===== src/rtl/sap1_controller_sequencer.sv =====
// SAP-1 controller-sequencer: six-state one-hot ring counter advancing on the
// falling clock edge, plus the opcode decoder that produces the control word.
module sap1_controller_sequencer (
  input  logic       CLK,
  input  logic       CLR_bar,
  input  logic [3:0] opcode,
  output logic [5:0] t_state,
  output logic       Cp,
  output logic       Ep,
  output logic       Lm_bar,
  output logic       CE_bar,
  output logic       Li_bar,
  output logic       Ei,
  output logic       La_bar,
  output logic       Ea,
  output logic       Su,
  output logic       Eu,
  output logic       Lb_bar,
  output logic       Lo_bar,
  output logic       HLT
);

  localparam logic [3:0] OP_LDA = 4'b0000;
  localparam logic [3:0] OP_ADD = 4'b0001;
  localparam logic [3:0] OP_SUB = 4'b0010;
  localparam logic [3:0] OP_OUT = 4'b1110;
  localparam logic [3:0] OP_HLT = 4'b1111;

  typedef enum logic [5:0] {
    T1 = 6'b000001,
    T2 = 6'b000010,
    T3 = 6'b000100,
    T4 = 6'b001000,
    T5 = 6'b010000,
    T6 = 6'b100000
  } ring_e;

  ring_e state;
  ring_e state_next;
  logic  halted;
  logic  halted_next;

  // Falling-edge sequencing leaves a full half-cycle for the word to settle
  // before the rising edge at which the registers on the W bus load.
  always_ff @(negedge CLK or negedge CLR_bar) begin
    if (!CLR_bar) begin
      state  <= T1;
      halted <= 1'b0;
    end else begin
      state  <= state_next;
      halted <= halted_next;
    end
  end

  always_comb begin
    state_next  = state;
    halted_next = halted;
    if (!halted) begin
      case (state)
        T1: state_next = T2;
        T2: state_next = T3;
        T3: state_next = T4;
        T4: begin
          if (opcode == OP_HLT) halted_next = 1'b1;
          else                  state_next  = T5;
        end
        T5: state_next = T6;
        T6: state_next = T1;
        default: state_next = T1;
      endcase
    end
  end

  assign t_state = state;
  assign HLT     = halted;

  // Reset and halt both force the inactive word, so a held-low CLR_bar never
  // lets the T1 address word leak onto the bus.
  always_comb begin
    Cp     = 1'b0;
    Ep     = 1'b0;
    Lm_bar = 1'b1;
    CE_bar = 1'b1;
    Li_bar = 1'b1;
    Ei     = 1'b0;
    La_bar = 1'b1;
    Ea     = 1'b0;
    Su     = 1'b0;
    Eu     = 1'b0;
    Lb_bar = 1'b1;
    Lo_bar = 1'b1;
    if (CLR_bar && !halted) begin
      case (state)
        T1: begin
          Ep     = 1'b1;
          Lm_bar = 1'b0;
        end
        T2: Cp = 1'b1;
        T3: begin
          CE_bar = 1'b0;
          Li_bar = 1'b0;
        end
        T4: begin
          if (opcode == OP_LDA || opcode == OP_ADD || opcode == OP_SUB) begin
            Ei     = 1'b1;
            Lm_bar = 1'b0;
            Su     = (opcode == OP_SUB);
          end else if (opcode == OP_OUT) begin
            Ea     = 1'b1;
            Lo_bar = 1'b0;
          end
        end
        T5: begin
          if (opcode == OP_LDA) begin
            CE_bar = 1'b0;
            La_bar = 1'b0;
          end else if (opcode == OP_ADD || opcode == OP_SUB) begin
            CE_bar = 1'b0;
            Lb_bar = 1'b0;
            Su     = (opcode == OP_SUB);
          end
        end
        T6: begin
          if (opcode == OP_ADD || opcode == OP_SUB) begin
            Eu     = 1'b1;
            La_bar = 1'b0;
            Su     = (opcode == OP_SUB);
          end
        end
        default: ;
      endcase
    end
  end

endmodule

===== config.mk =====
export PLATFORM = sky130hd
export DESIGN_NAME = sap1_controller_sequencer
export DESIGN_NICKNAME = d
export VERILOG_FILES = /design/src/rtl/sap1_controller_sequencer.sv
export SDC_FILE = /design/constraint.sdc
export NUM_CORES = 1
export LEC_CHECK = 0
export BUFFER_PORTS_ARGS = -buffer_cell sky130_fd_sc_hd__buf_2
export CORE_UTILIZATION = 35
export CTS_CLUSTER_SIZE = 30
export DETAILED_ROUTE_END_ITERATION = 10
export PLACE_DENSITY = 0.58
export REMOVE_ABC_BUFFERS = 1
export SYNTH_ARGS = -nofsm -noshare
export SYNTH_HDL_FRONTEND = slang
export SYNTH_SLANG_ARGS = --single-unit

===== constraint.sdc =====
create_clock -name CLK -period 2.4 [get_ports CLK]
set_input_delay 0.48 -clock CLK [delete_from_list [all_inputs] [get_ports CLK]]
set_output_delay 0.48 -clock CLK [all_outputs]
set_load 0.05 [all_outputs]

==> metrics.md, run 1 <==
| Metric | Value |
|---|---|
| Starting Density | `38.7%` |
| Synth Instances | `75` |
| Number of buffers created by CTS | `3` |
| Post-synth EDFFs | `0` |
| Cell area after synthesis | `597 um2` |
| Die width | `43.3 um` |
| Num rows | `14` |
| CTS sink cnt | `7` |
| Worst EP kind | `top-level output` |
| Root Driver | `clkbuf_4` |
| Yosys warnings | `0` |
| Share of synthesized flip-flops with an asynchronous set or reset | `100%` |
| Ports | `25` |
| Pin count of the biggest net entering global routing | `10` |
| Flop and latch count out of synthesis | `7` |
| Count of hold-fix buffers inserted at cts | `0` |
| H-Tree Level Count | `1` |
| GPL Wtd Cong | `0.827` |
| Post-DP HPWL | `1.40 mm` |
| Largest buffer count on any clock path | `2` |
| Register area share after synthesis | `29.6%` |
| Port bufs | `24` |
| Placement Setup Slack | `-660 ps` |
| Synth cell types | `32` |
| Status | `did not finish` |
| GR repair worst EP | `Lm_bar` |
| Failed at | `global routing (5_1_grt)` |
| Initial antenna violation count | `0` |
| Tool error | `[ERROR DPL-0033] detailed placement checks failed during check placement.` |
| Syn_area_per_cell | `7.96 um2` |
| Main synth FF type | `dfrtn_1` |
| Chip Height | `43.3 um` |
cell families after synthesis:
logic type	share of synthesized area [%]
and+or+nand+nor	42.8
AOI/OAI and AO/OA	14.7
DFF	29.6
buffers and inverters	6.71
xor gates and xnor gates	4.40
muxes	1.89
synth_stat cells, drive strengths merged, types with 2 or more instances:
master	count	area, um2
nor2b	2	15.0
nor2	13	48.8
nor4	3	40.0
nand4b	3	26.3
xor2	2	17.5
nor4b	2	17.5
nand2	10	40.0
nand3b	2	15.0
nand2b	4	25.0
a21oi	2	10.0
o21ai	9	45.0
dfrtn	6	150
buf	4	28.8
inv	2	7.51
timing repair:
| action | 4_1_cts |
|---|---|
| pin swaps | 12 |
| resized for setup | 70 |
| setup endpoints to repair | 20 |
| buffers inserted | 29 |
metrics by stage:
stage,util (%),cells,instance area [um2]
floorplan,-,70,564
global placement,59.8,139,922
detailed placement,59.8,139,922
CTS,90.5,171,1400
==> run 2, diff against run 1 <==
--- a/config.mk
+++ b/config.mk
@@ -6,10 +6,10 @@
 export NUM_CORES = 1
 export LEC_CHECK = 0
 export BUFFER_PORTS_ARGS = -buffer_cell sky130_fd_sc_hd__buf_2
-export CORE_UTILIZATION = 35
-export CTS_CLUSTER_SIZE = 30
+export CORE_AREA = 2 2 63 65
 export DETAILED_ROUTE_END_ITERATION = 10
-export PLACE_DENSITY = 0.58
+export DIE_AREA = 0 0 65 67
+export PLACE_DENSITY_LB_ADDON = 0.15
 export REMOVE_ABC_BUFFERS = 1
 export SYNTH_ARGS = -nofsm -noshare
 export SYNTH_HDL_FRONTEND = slang
==> run 2 against run 1 <==
The flow now finishes, with violations (negative setup slack). Synthesized area stayed put. Synthesized cell count stayed put.
==> metrics.md, run 2 <==
| Metric | Value |
|---|---|
| Slowest-stage cell, CP | `dfrtn_1` |
| Clock Skews | `45.1 ps` |
| Post-Synth Adder-Cell Area | `0% (unchanged)` |
| GRT Residual Overflow | `0` |
| Total core area | `3610 um2` |
| Post-DP HPWL | `1.80 mm (was 1.40 mm)` |
| Post-synth EDFFs | `0 (unchanged)` |
| First-pass DRT Iterations | `4` |
| R2R depth | `22` |
| Vias in the first global route | `919` |
| CTS tree | `done` |
| Largest buffer count on any clock path | `2 (unchanged)` |
| Leading cell types in the layout, fill and taps excluded | `54 x buf_4, 25 x buf_6, 9 x buf_8` |
| Status | `complete, but fails checks (was did not finish)` |
| CTS sink cnt | `7 (unchanged)` |
| Clk_lat worst skew | `290 ps` |
| Post-synthesis compound-gate area fraction | `14.7% (unchanged)` |
| Root Driver | `clkbuf_8 (was clkbuf_4)` |
| Yosys warnings | `0 (unchanged)` |
| Worst-path clk slew | `30 ps` |
| Area grow syn2layout | `176%` |
| CP endpoint kind | `primary output` |
| Pwr Density | `898 nW/um2` |
| RSZ-0062 raised after global routing | `yes` |
| Final setup viols | `21` |
| Dpl cell area | `970 um2 (was 922 um2)` |
| Max rail drop VDD | `0.410 mV` |
| H-Tree Level Count | `1 (unchanged)` |
| Post-Layout Inst Area | `1650 um2` |
| Stages on worst setup path | `5` |
| Inserted Diodes | `0` |
| Delay-heaviest family, CP | `simple AND/OR/NAND/NOR gates` |
| Total GRT Usage | `12.9%` |
| Post-synthesis simple-gate area fraction | `42.8% (unchanged)` |
| Num rows | `22 (was 14)` |
| Global-route wire length before repair | `4.28 mm` |
| Min-Delay Path Class | `flip-flop to flip-flop` |
| Failing checks | `negative setup slack` |
| Initial antenna violation count | `0` |
| Chip Height | `67 um (was 43.3 um)` |
| Req. time, crit path | `1920 ps` |
| Largest family of logic cells by synthesized area | `simple AND/OR/NAND/NOR gates (unchanged)` |
| Reg-to-reg slack, setup | `-890 ps` |
| Die width | `65 um (was 43.3 um)` |
| Hold Path Stages | `2` |
| Top-count cell post-synth | `nor2_1 (unchanged)` |
| CP max stage delay | `380 ps` |
| Synth top area share | `25.2% (unchanged)` |
| Vias per std cell | `4.15` |
| Post-synth top cells | `13 x nor2_1, 9 x nand2_1, 8 x o21ai_0, 6 x dfrtn_1, 4 x nand2b_1 (unchanged)` |
| Synth Instances | `75 (unchanged)` |
| CP bufs+invs | `2` |
| DRT Wirelength | `2.67 mm` |
| Syn_area_per_cell | `7.96 um2 (unchanged)` |
| WL/cell | `12.5 um` |
| Initial DRC Count | `25` |
| Number of buffers created by CTS | `3 (unchanged)` |
| Main synth FF type | `dfrtn_1 (unchanged)` |
| Die footprint | `4360 um2` |
| Final core occ | `45.7%` |
| Flop and latch count out of synthesis | `7 (unchanged)` |
| Total vias in the final route | `888` |
| Synth area leaders | `dfrtn_1 25%, nor2_1 8.2%, o21ai_0 6.7%, nand2_1 5.7%, dfstp_2 4.4% (unchanged)` |
| Design Power | `1.48 mW` |
| Pin count of the biggest net entering global routing | `9` |
| Worst-path cell chain | `nor4_4 > buf_4 > nand3b_1 > nand4b_1 > buf_6` |
| CP arrival | `2870 ps` |
| PnR worst setup slack | `-955 ps` |
| Share of cells above drive strength 1 | `73.5%` |
| CP Max Fanout | `3` |
| Mux share of post-synthesis cell area | `1.89% (unchanged)` |
| Synth area leader | `dfrtn_1 (unchanged)` |
| Final #Nets | `173` |
| Max_slew headroom | `81.3%` |
| GPL Wtd Cong | `0.710 (was 0.827)` |
| Max reg flops | `6` |
| Register area share after synthesis | `29.6% (unchanged)` |
| Post-route DRC | `0` |
| Actual slew at the worst max-slew pin | `278 ps` |
| Startpoint types | `flip-flop` |
| Synth Area in XOR/XNOR | `4.40% (unchanged)` |
| Fin. Hold Viols | `0` |
| Antenna-violating nets left | `0` |
| Count of hold-fix buffers inserted at cts | `0 (unchanged)` |
| Commonest non-fill, non-tap cell in the layout | `buf_4` |
| Slew Limit Fails | `0` |
| Cell area after synthesis | `597 um2 (unchanged)` |
| Leakage Power | `0.764 nW` |
| WS Path Type | `flip-flop to primary output` |
| Max_cap viols | `0` |
| Port bufs | `24 (unchanged)` |
| Worst hold margin | `608 ps` |
| Ports | `25 (unchanged)` |
| Share of synthesized flip-flops with an asynchronous set or reset | `100% (unchanged)` |
| Synth cell types | `32 (unchanged)` |
| Starting Density | `16.6% (was 38.7%)` |
==> run 2: cell counts after synthesis <==
No cell type changed its count.
==> run 2: final timing paths <==
kind | startpoint | endpoint
min in group asynchronous | CLR_bar | t_state[3]$_DFFE_NN0P_
worst max-delay path | t_state[1]$_DFFE_NN0P_ | Lb_bar
worst min register to register | t_state[4]$_DFFE_NN0P_ | t_state[4]$_DFFE_NN0P_
worst max register to register | t_state[1]$_DFFE_NN0P_ | t_state[5]$_DFFE_NN0P_
worst min-delay path | t_state[4]$_DFFE_NN0P_ | t_state[4]$_DFFE_NN0P_
max in group asynchronous | CLR_bar | t_state[0]$_DFFE_NN1P_
==> run 2: cell families (layout without fill, tap and decap cells) <==
logic type | Yosys count | in the layout
DFF | 7 | 7
and+or+nand+nor | 43 | 43
xor gates and xnor gates | 3 | 3
buffers and inverters | 7 | 98
muxes | 1 | 1
AOI/OAI and AO/OA | 14 | 14
==> run 2: what timing repair did <==
action	in CTS	in global routing
buffers inserted	28	13
pin swaps	13	11
setup endpoints to repair	20	21
gates resized for setup	71	26
==> run 2: per-stage QoR <==
step / TNS (ps) / std cells / setup slack (ps)
detailed placement: -10260 / 172 / -705
floorplan: -17230 / 70 / -2060
global placement: -10050 / 172 / -712
global route: -15460 / 214 / -1060
finish: -14140 / 214 / -955
CTS: -13590 / 204 / -930
==> run 2: per-layer routing <==
metal / vias up / wire, um / GRT usage [%]
met2: 13 / 1390 / 23.1
li1: 447 / - / -
met5: - / 0 / 0
met4: 0 / 0 / 1.86
met3: 0 / 54 / 2.03
met1: 428 / 1230 / 16.6
==> run 2: layout make-up <==
class,instances,area [um2]
clock buffer,4,45.0
clock inverter,1,3.75
fill,349,1960
inverter,1,3.75
multi-input combinational,61,503
sequential,7,176
tap,48,60.1
timing repair buffer,92,857
==> run 2: worst min-delay path: cells and delay by family (launching register included) <==
kind          cells  cell delay (ps)
flops             1              510
simple gates      2              180
==> run 2: power breakdown <==
part	total (mW)	leakage (nW)	internal [mW]	switching, mW
sequential	0.209	0.0917	0.160	0.0488
combinational	1.10	0.644	0.585	0.516
clock	0.170	0.0281	0.117	0.0533
total	1.48	0.764	0.862	0.619
Note: power is estimated with default switching activity, not from simulation.
